==> src/rtl/fifo_drain_packer.sv <==
// Drains a 1-cycle-latency FIFO and packs PACK_RATIO words per beat onto a valid/ready stream.
// Optional partial-beat flush on idle timeout is enabled by defining PACK_TIMEOUT_EN.
module fifo_drain_packer #(
  parameter int FIFO_WIDTH     = 16,
  parameter int PACK_RATIO     = 4,
  parameter int TIMEOUT_CYCLES = 16
) (
  input  logic                             clk,
  input  logic                             rst_n,
  output logic                             fifo_rd_en,
  input  logic [FIFO_WIDTH-1:0]            fifo_dout,
  input  logic                             fifo_empty,
  input  logic                             fifo_underflow,
  output logic                             out_valid,
  input  logic                             out_ready,
  output logic [FIFO_WIDTH*PACK_RATIO-1:0] out_data,
  output logic [PACK_RATIO-1:0]            out_keep,
  output logic [15:0]                      beat_count,
  output logic                             err_underflow
);

  localparam int CNT_W = $clog2(PACK_RATIO + 1);
  localparam int IDX_W = $clog2(PACK_RATIO);

  typedef enum logic [1:0] {FILL, HOLD, EMIT} state_t;

  if (PACK_RATIO < 2 || PACK_RATIO > 8 || TIMEOUT_CYCLES < 1) begin : g_bad_param
    $error("fifo_drain_packer: PACK_RATIO must be 2..8 and TIMEOUT_CYCLES >= 1");
  end

  state_t                state;
  logic [CNT_W-1:0]      acc_cnt;
  logic                  inflight;
  logic [FIFO_WIDTH-1:0] lanes [PACK_RATIO];
  logic [CNT_W:0]        credit;
  logic                  out_free;
  logic                  xfer;
  logic                  flush;
  logic [PACK_RATIO-1:0] keep_mask;

  // A read is only issued when a lane is reserved for it, so backpressure never drops a word.
  assign credit     = {1'b0, acc_cnt} + {{CNT_W{1'b0}}, inflight};
  assign fifo_rd_en = rst_n && !fifo_empty && (credit < (CNT_W+1)'(PACK_RATIO));
  assign out_free   = !out_valid || out_ready;
  assign xfer       = (state == HOLD) && out_free;

`ifdef PACK_TIMEOUT_EN
  localparam int TMO_W = $clog2(TIMEOUT_CYCLES + 1);

  logic [TMO_W-1:0] tmo_cnt;

  assign flush = (state == FILL) && (acc_cnt != '0) && !inflight && out_free &&
                 (tmo_cnt == TMO_W'(TIMEOUT_CYCLES));

  always_ff @(posedge clk or negedge rst_n) begin
    if (!rst_n) begin
      tmo_cnt <= '0;
    end else if (inflight || flush) begin
      tmo_cnt <= '0;
    end else if ((state == FILL) && (acc_cnt != '0) && fifo_empty &&
                 (tmo_cnt != TMO_W'(TIMEOUT_CYCLES))) begin
      tmo_cnt <= tmo_cnt + 1'b1;
    end
  end

  // Filled lanes are the low acc_cnt lanes; a full beat yields all ones.
  always_comb begin
    keep_mask = '0;
    for (int i = 0; i < PACK_RATIO; i++) begin
      keep_mask[i] = (CNT_W'(i) < acc_cnt);
    end
  end
`else
  assign flush     = 1'b0;
  assign keep_mask = '1;
`endif

  always_ff @(posedge clk or negedge rst_n) begin
    if (!rst_n) begin
      state         <= FILL;
      acc_cnt       <= '0;
      inflight      <= 1'b0;
      out_valid     <= 1'b0;
      out_data      <= '0;
      out_keep      <= '0;
      beat_count    <= '0;
      err_underflow <= 1'b0;
      for (int i = 0; i < PACK_RATIO; i++) lanes[i] <= '0;
    end else begin
      inflight <= fifo_rd_en;
      if (fifo_underflow) err_underflow <= 1'b1;
      if (out_valid && out_ready) beat_count <= beat_count + 16'd1;

      // Transfer stage: no word can be in flight here, the credit rule blocked it.
      if (xfer || flush) begin
        out_valid <= 1'b1;
        out_keep  <= keep_mask;
        for (int i = 0; i < PACK_RATIO; i++) begin
          out_data[i*FIFO_WIDTH +: FIFO_WIDTH] <= lanes[i];
          lanes[i] <= '0;
        end
        acc_cnt <= '0;
        state   <= EMIT;
      end else begin
        if (out_valid && out_ready) out_valid <= 1'b0;
        if (inflight) begin
          lanes[acc_cnt[IDX_W-1:0]] <= fifo_dout;
          acc_cnt <= acc_cnt + 1'b1;
        end
        if (inflight && (acc_cnt == CNT_W'(PACK_RATIO - 1))) begin
          state <= HOLD;
        end else if (state == EMIT) begin
          state <= FILL;
        end
      end
    end
  end

endmodule

==> config.mk <==
export PLATFORM = sky130hd
export DESIGN_NAME = fifo_drain_packer
export DESIGN_NICKNAME = d
export VERILOG_FILES = /design/src/rtl/fifo_drain_packer.sv
export SDC_FILE = /design/constraint.sdc
export NUM_CORES = 1
export LEC_CHECK = 0
export ABC_CLOCK_PERIOD_IN_PS = 1500
export CORE_MARGIN = 2
export CORE_UTILIZATION = 30
export CTS_BUF_LIST = sky130_fd_sc_hd__clkbuf_4 sky130_fd_sc_hd__clkbuf_8
export DETAILED_ROUTE_END_ITERATION = 7
export GPL_ROUTABILITY_DRIVEN = 0
export PLACE_DENSITY = 0.5
export SLEW_MARGIN = 25
export SYNTH_ARGS = -nofsm -noshare
export SYNTH_HDL_FRONTEND = slang
export SYNTH_SLANG_ARGS = --single-unit
==> constraint.sdc <==
create_clock -name clk -period 1.5 [get_ports clk]
set_input_delay 0.3 -clock clk [delete_from_list [all_inputs] [get_ports clk]]
set_output_delay 0.3 -clock clk [all_outputs]
set_load 0.05 [all_outputs]
# After elaboration in Yosys (flattened, before gate mapping)
# Cells that the tools add are included.
[word_totals] reg_bits=153 in_bits=21 word_cells=46
[classes] order_cmp=3 reduce_logical=12 bitwise_logic=1 mux=12 add_sub_neg=3 n_eq_ne=3
[ops] op="$mux W64" count=2
[ops] op="$bwmux W64" count=1
[ops] op="$demux W16 S2" count=1
[ops] op="$add A16 B1 Y16 const B" count=1
[ops] op="$mux W16" count=1
[ops] op="$logic_and A1 B1 Y1" count=6
[ops] op="$mux W2" count=3
[ops] op="$mux W3" count=2
[ops] op="$add A3 B1 Y4" count=1
[ops] op="$lt A4 B3 Y1 const B" count=1
[ops] op="$reduce_bool A2 Y1" count=2
[ops] op="$add A3 B1 Y3 const B" count=1
[ops] op="$eq A3 B2 Y1 const B" count=1
[ops] op="$ge A3 B3 Y1 const B" count=1
[ops] op="$lt A3 B1 Y1 const B" count=1
[ops] op="$not A2 Y3" count=1
[ops] op="$reduce_bool A3 Y1" count=1
[ops] op="$eq A2 B1 Y1 const B" count=1
[ops] op="$eq A2 B2 Y1 const B" count=1
[ops] op="$logic_not A1 Y1" count=2
[ops] op="$mux W1" count=2
[ops] op="$logic_or A1 B1 Y1" count=1

# Depth between registers and ports, before layout
[logic_depth] depth_word=8 mapped_depth=7

# Least setup slack after synthesis
# No wires, ideal clock.
[synth_path] path_kind="flip-flop to flip-flop" from="register beat_count[6]" to="register beat_count[13]" arrival_time_ns=1.587 stages_incl_launch_ff=5 required_time_ns=1.359 setup_time_ns=0.141 synth_period_minus_slack_ns=1.728 setup_slack_ns=-0.228 cell_sequence="dfrtp_1 -> nand3_1 -> nor4_2 -> nand3_1 -> xnor2_1"
[synth_between] elab_chain_cells=1
[synth_lines] item="from (decl)" line="18" text="output logic [15:0] beat_count,"
[synth_lines] item="from (signal assigned)" line="92" text="if (out_valid && out_ready) beat_count <= beat_count + 16'd1;"
[synth_lines] item="$add A16 B1 Y16" line="92"
# No other way between the ends.
# A chain may end at the register's enable or synchronous reset.

# Worst setup path after layout
[layout_path] from="register acc_cnt[1]" to="output fifo_rd_en"
[layout_between] elab_chain_cells=3
[layout_lines] item="from (decl)" line="32" text="logic [CNT_W-1:0] acc_cnt;"
[layout_lines] item="from (signal assigned)" line="108" text="acc_cnt <= acc_cnt + 1'b1;"
[layout_lines] item="$add A3 B1 Y4" line="42" text="assign credit = {1'b0, acc_cnt} + {{CNT_W{1'b0}}, inflight};"
[layout_lines] item="$lt A4 B3 Y1" line="43" text="assign fifo_rd_en = rst_n && !fifo_empty && (credit < (CNT_W+1)'(PACK_RATIO));"
[layout_lines] item="$logic_and A1 B1 Y1" line="43"
[layout_lines] item="to (decl)" line="10" text="output logic fifo_rd_en,"
# No other way between the ends.

==> results.md <==
* Layout cell share with drive strength beyond 1 at 39.4%
* Hold/Removal Path Class: in2async
* Yosys reg bits at 153
* Critical R2R Capture: out_data[58]
* Vias/cell at 4.49
* I/O pin cnt at 108
* Final net count at 691
* Met3 Use GR at 3.44%
* Final worst slack at -0.190 ns
* GR Util met2 at 23.5%
* Max Cap Viol at 0
* Drt pass-1 iters at 4
* Post-synth EDFFs at 0
* Final core area utilization at 47.6%
* Synth top area cells: dfrtp_1 63%, mux2_2 12%, nand2_1 8.6%
* Global Route met1 Usage at 19.9%
* Ys Warns at 0
* Critical Path Sink Type: output port
* Worst path bufs/invs at 2
* Cts hold-fix bufs at 0
* Die width at 147 µm
* Worst VDD drop at 0.730 mV
* Row count at 52
* Slowest-stage cell, CP: dfrtp_1
* Worst setup SP type: flop
* GRT overflow at 0
* Syn Std Cell Area at 6090 µm²
* Placed cell area at 8530 µm²
* Clk sink count at 153
* Initial Utilization at 30.3%
* Place WS at -0.428 ns
* Die area at 21500 µm²
* Post-synthesis async set-or-reset flop share at 100%
* Hold_ws at -0.00638 ns
* Synth top cells by count: 153 x dfrtp_1, 140 x nand2_1, 65 x a21oi_1, 65 x mux2_2, 10 x nor2_1
* Mean Syn Cell Area at 11.7 µm²
* Ant diodes at 0
* Post-synth top area cell: dfrtp_1
* Top FF cell, synth: dfrtp_1
* Pleak at 4.33 nW
* TritonCTS clock tree: done
* Largest net degree at the start of global routing at 154
* PortBufs at 107
* Initial antenna violation count at 0
* Clock Latency Late Sink at 0.45 ns
* Final setup violation count at 40
* CP delay by family, top: flip-flops
* Number of DRC markers in iteration 0 at 283
* Routed wire length per instance at 16.3 µm
* PwrDens at 2110 nW/µm²
* CP Max Fanout at 4
* Worst path max stage delay at 0.43 ns
* Routed Antenna Nets at 0
* DR vias at 4256
* Total Power at 20.2 mW
* Design Area, Final at 9570 µm²
* Final min period at 1.69 ns
* Clock Skew at 0.0129 ns
* # DRC at 0
* RSZ-0062 raised after global routing: true
* Status: finished with violations
* Post-synth cell types at 32
* Synth Instances at 519
* Synth top area share at 62.8%
* Grt peak-use layer: met2
* Slew Viols, Final at 0
* Syn_nets at 546
* Hold Vio Cnt, Final at 15
* Worst-Margin Slew at 0.804 ns
* Root buf cell: clkbuf_8
* Die Y at 147 µm
* RR Startpoint: out_valid
* Most common cell in the netlist: dfrtp_1
* F_max at 592 MHz
* Rel. slew slack at 46.4%
* Vias in the first global route at 4481
* Path depth of the worst reg2reg path at 6
* Ordered list of cells on the worst path: buf_6, a31oi_4, buf_12
* DRT Wirelength at 15.5 mm
* Sequential area share after synthesis at 62.8%
* Clock slew at reported path FFs at 0.08 ns
* Total GRT Usage at 14.8%
* Dpl hpwl at 9.99 mm
* CP arrival at 1.39 ns
* First-pass GRT wire length at 24.7 mm
* Clock Path Buffers at 2
* H-tree depth at 4
* Req. time, crit path at 1.20 ns
* Failing checks: hold timing, setup timing
* Period Utilization, post-route at 113%
* R2r setup slk at -0.10 ns
* CORE AREA at 20100 µm²
* Syn-to-layout area delta at 57.0%
* Critical path type: reg2out
* Total CTS buffers at 17
[worst reg2reg max path, cell delays in order, from the launching register on]
cell	delay, ns
dfrtp_2	0.42
buf_6	0.13
a21oi_4	0.18
buf_12	0.18
buf_12	0.13
buf_16	0.13
mux2_4	0.31
[layout make-up]
class / instances / area, µm²
clock inverter: 13 / 145
tap: 270 / 338
timing repair buffer: 156 / 2670
fill: 1765 / 10500
sequential: 153 / 3840
multi-input combinational: 329 / 2290
clock buffer: 19 / 255
inverter: 7 / 26.3
[power breakdown]
part | internal, mW | leakage, nW | switching, mW | total [mW]
clock | 1.56 | 0.202 | 1.58 | 3.14
sequential | 5.65 | 2.03 | 1.33 | 6.98
combinational | 5.36 | 2.10 | 4.74 | 10.1
[flip-flops by register name (all words and copies together), names as in the netlist]
name           count
lanes             64
out_data          64
beat_count        16
acc_cnt            3
state              2
err_underflow      1
inflight           1
out_keep           1
out_valid          1
[worst max-delay path by stage]
stage	start	endpoint	slack, ns	cells past startpoint
2_1_floorplan	beat_count[0]	beat_count[12]	-0.01	5
3_3_place_gp	out_ready	out_data[54]	-0.40	5
4_1_cts	acc_cnt[1]	fifo_rd_en	-0.24	3
3_5_place_dp	out_ready	out_data[22]	-0.43	5
5_1_grt	acc_cnt[2]	fifo_rd_en	-0.26	4
6_report	acc_cnt[1]	fifo_rd_en	-0.19	3
[timing repair]
item | 4_1_cts | 5_1_grt
gates cloned | 5 | 4
endpoints found under the setup margin | 94 | 98
buffers inserted | 10 | 5
gates resized for setup | 40 | 43
pin swaps | 1 | 6
[per-layer routing]
metal	vias to the layer above	share of wire (%)
met5	-	0
li1	2005	-
met1	2147	46
met3	15	4.0
met4	0	1.5
met2	89	49
[kinds of logic after synthesis]
family          count (synthesis)  share of synthesized area, %
compound gates                 70                          6.06
buf+inv                        37                          3.88
simple gates                  171                          11.5
fa+ha+maj                       6                          1.23
xor+xnor                       16                          2.30
flops                         153                          62.8
mux                            66                          12.2
[per-stage QoR]
stage | setup TNS, ns | instances
3_3_place_gp | -40.36 | 894
4_1_cts | -0.962 | 939
3_5_place_dp | -42.89 | 894
6_report | -2.03 | 947
2_1_floorplan | -0.00991 | 519
5_1_grt | -3.45 | 947
[cell usage in the layout (no fill, tap or decap), types with 3 or more instances in the layout]
cell and n:
buf_12 98, buf_16 6, clkbuf_8 18, buf_4 19, nand3_1 3, nand2_1 138
mux2_2 15, dfrtp_1 140, inv_1 7, xor2_1 7, clkinv_2 3, nor2_1 9
mux2_4 50, dfrtp_2 13, buf_6 9, clkinv_4 3, ha_1 6, clkbuf_16 3
a21oi_1 63, xnor2_1 9, clkdlybuf4s50_1 19
Power figures use the tool's default switching activity.
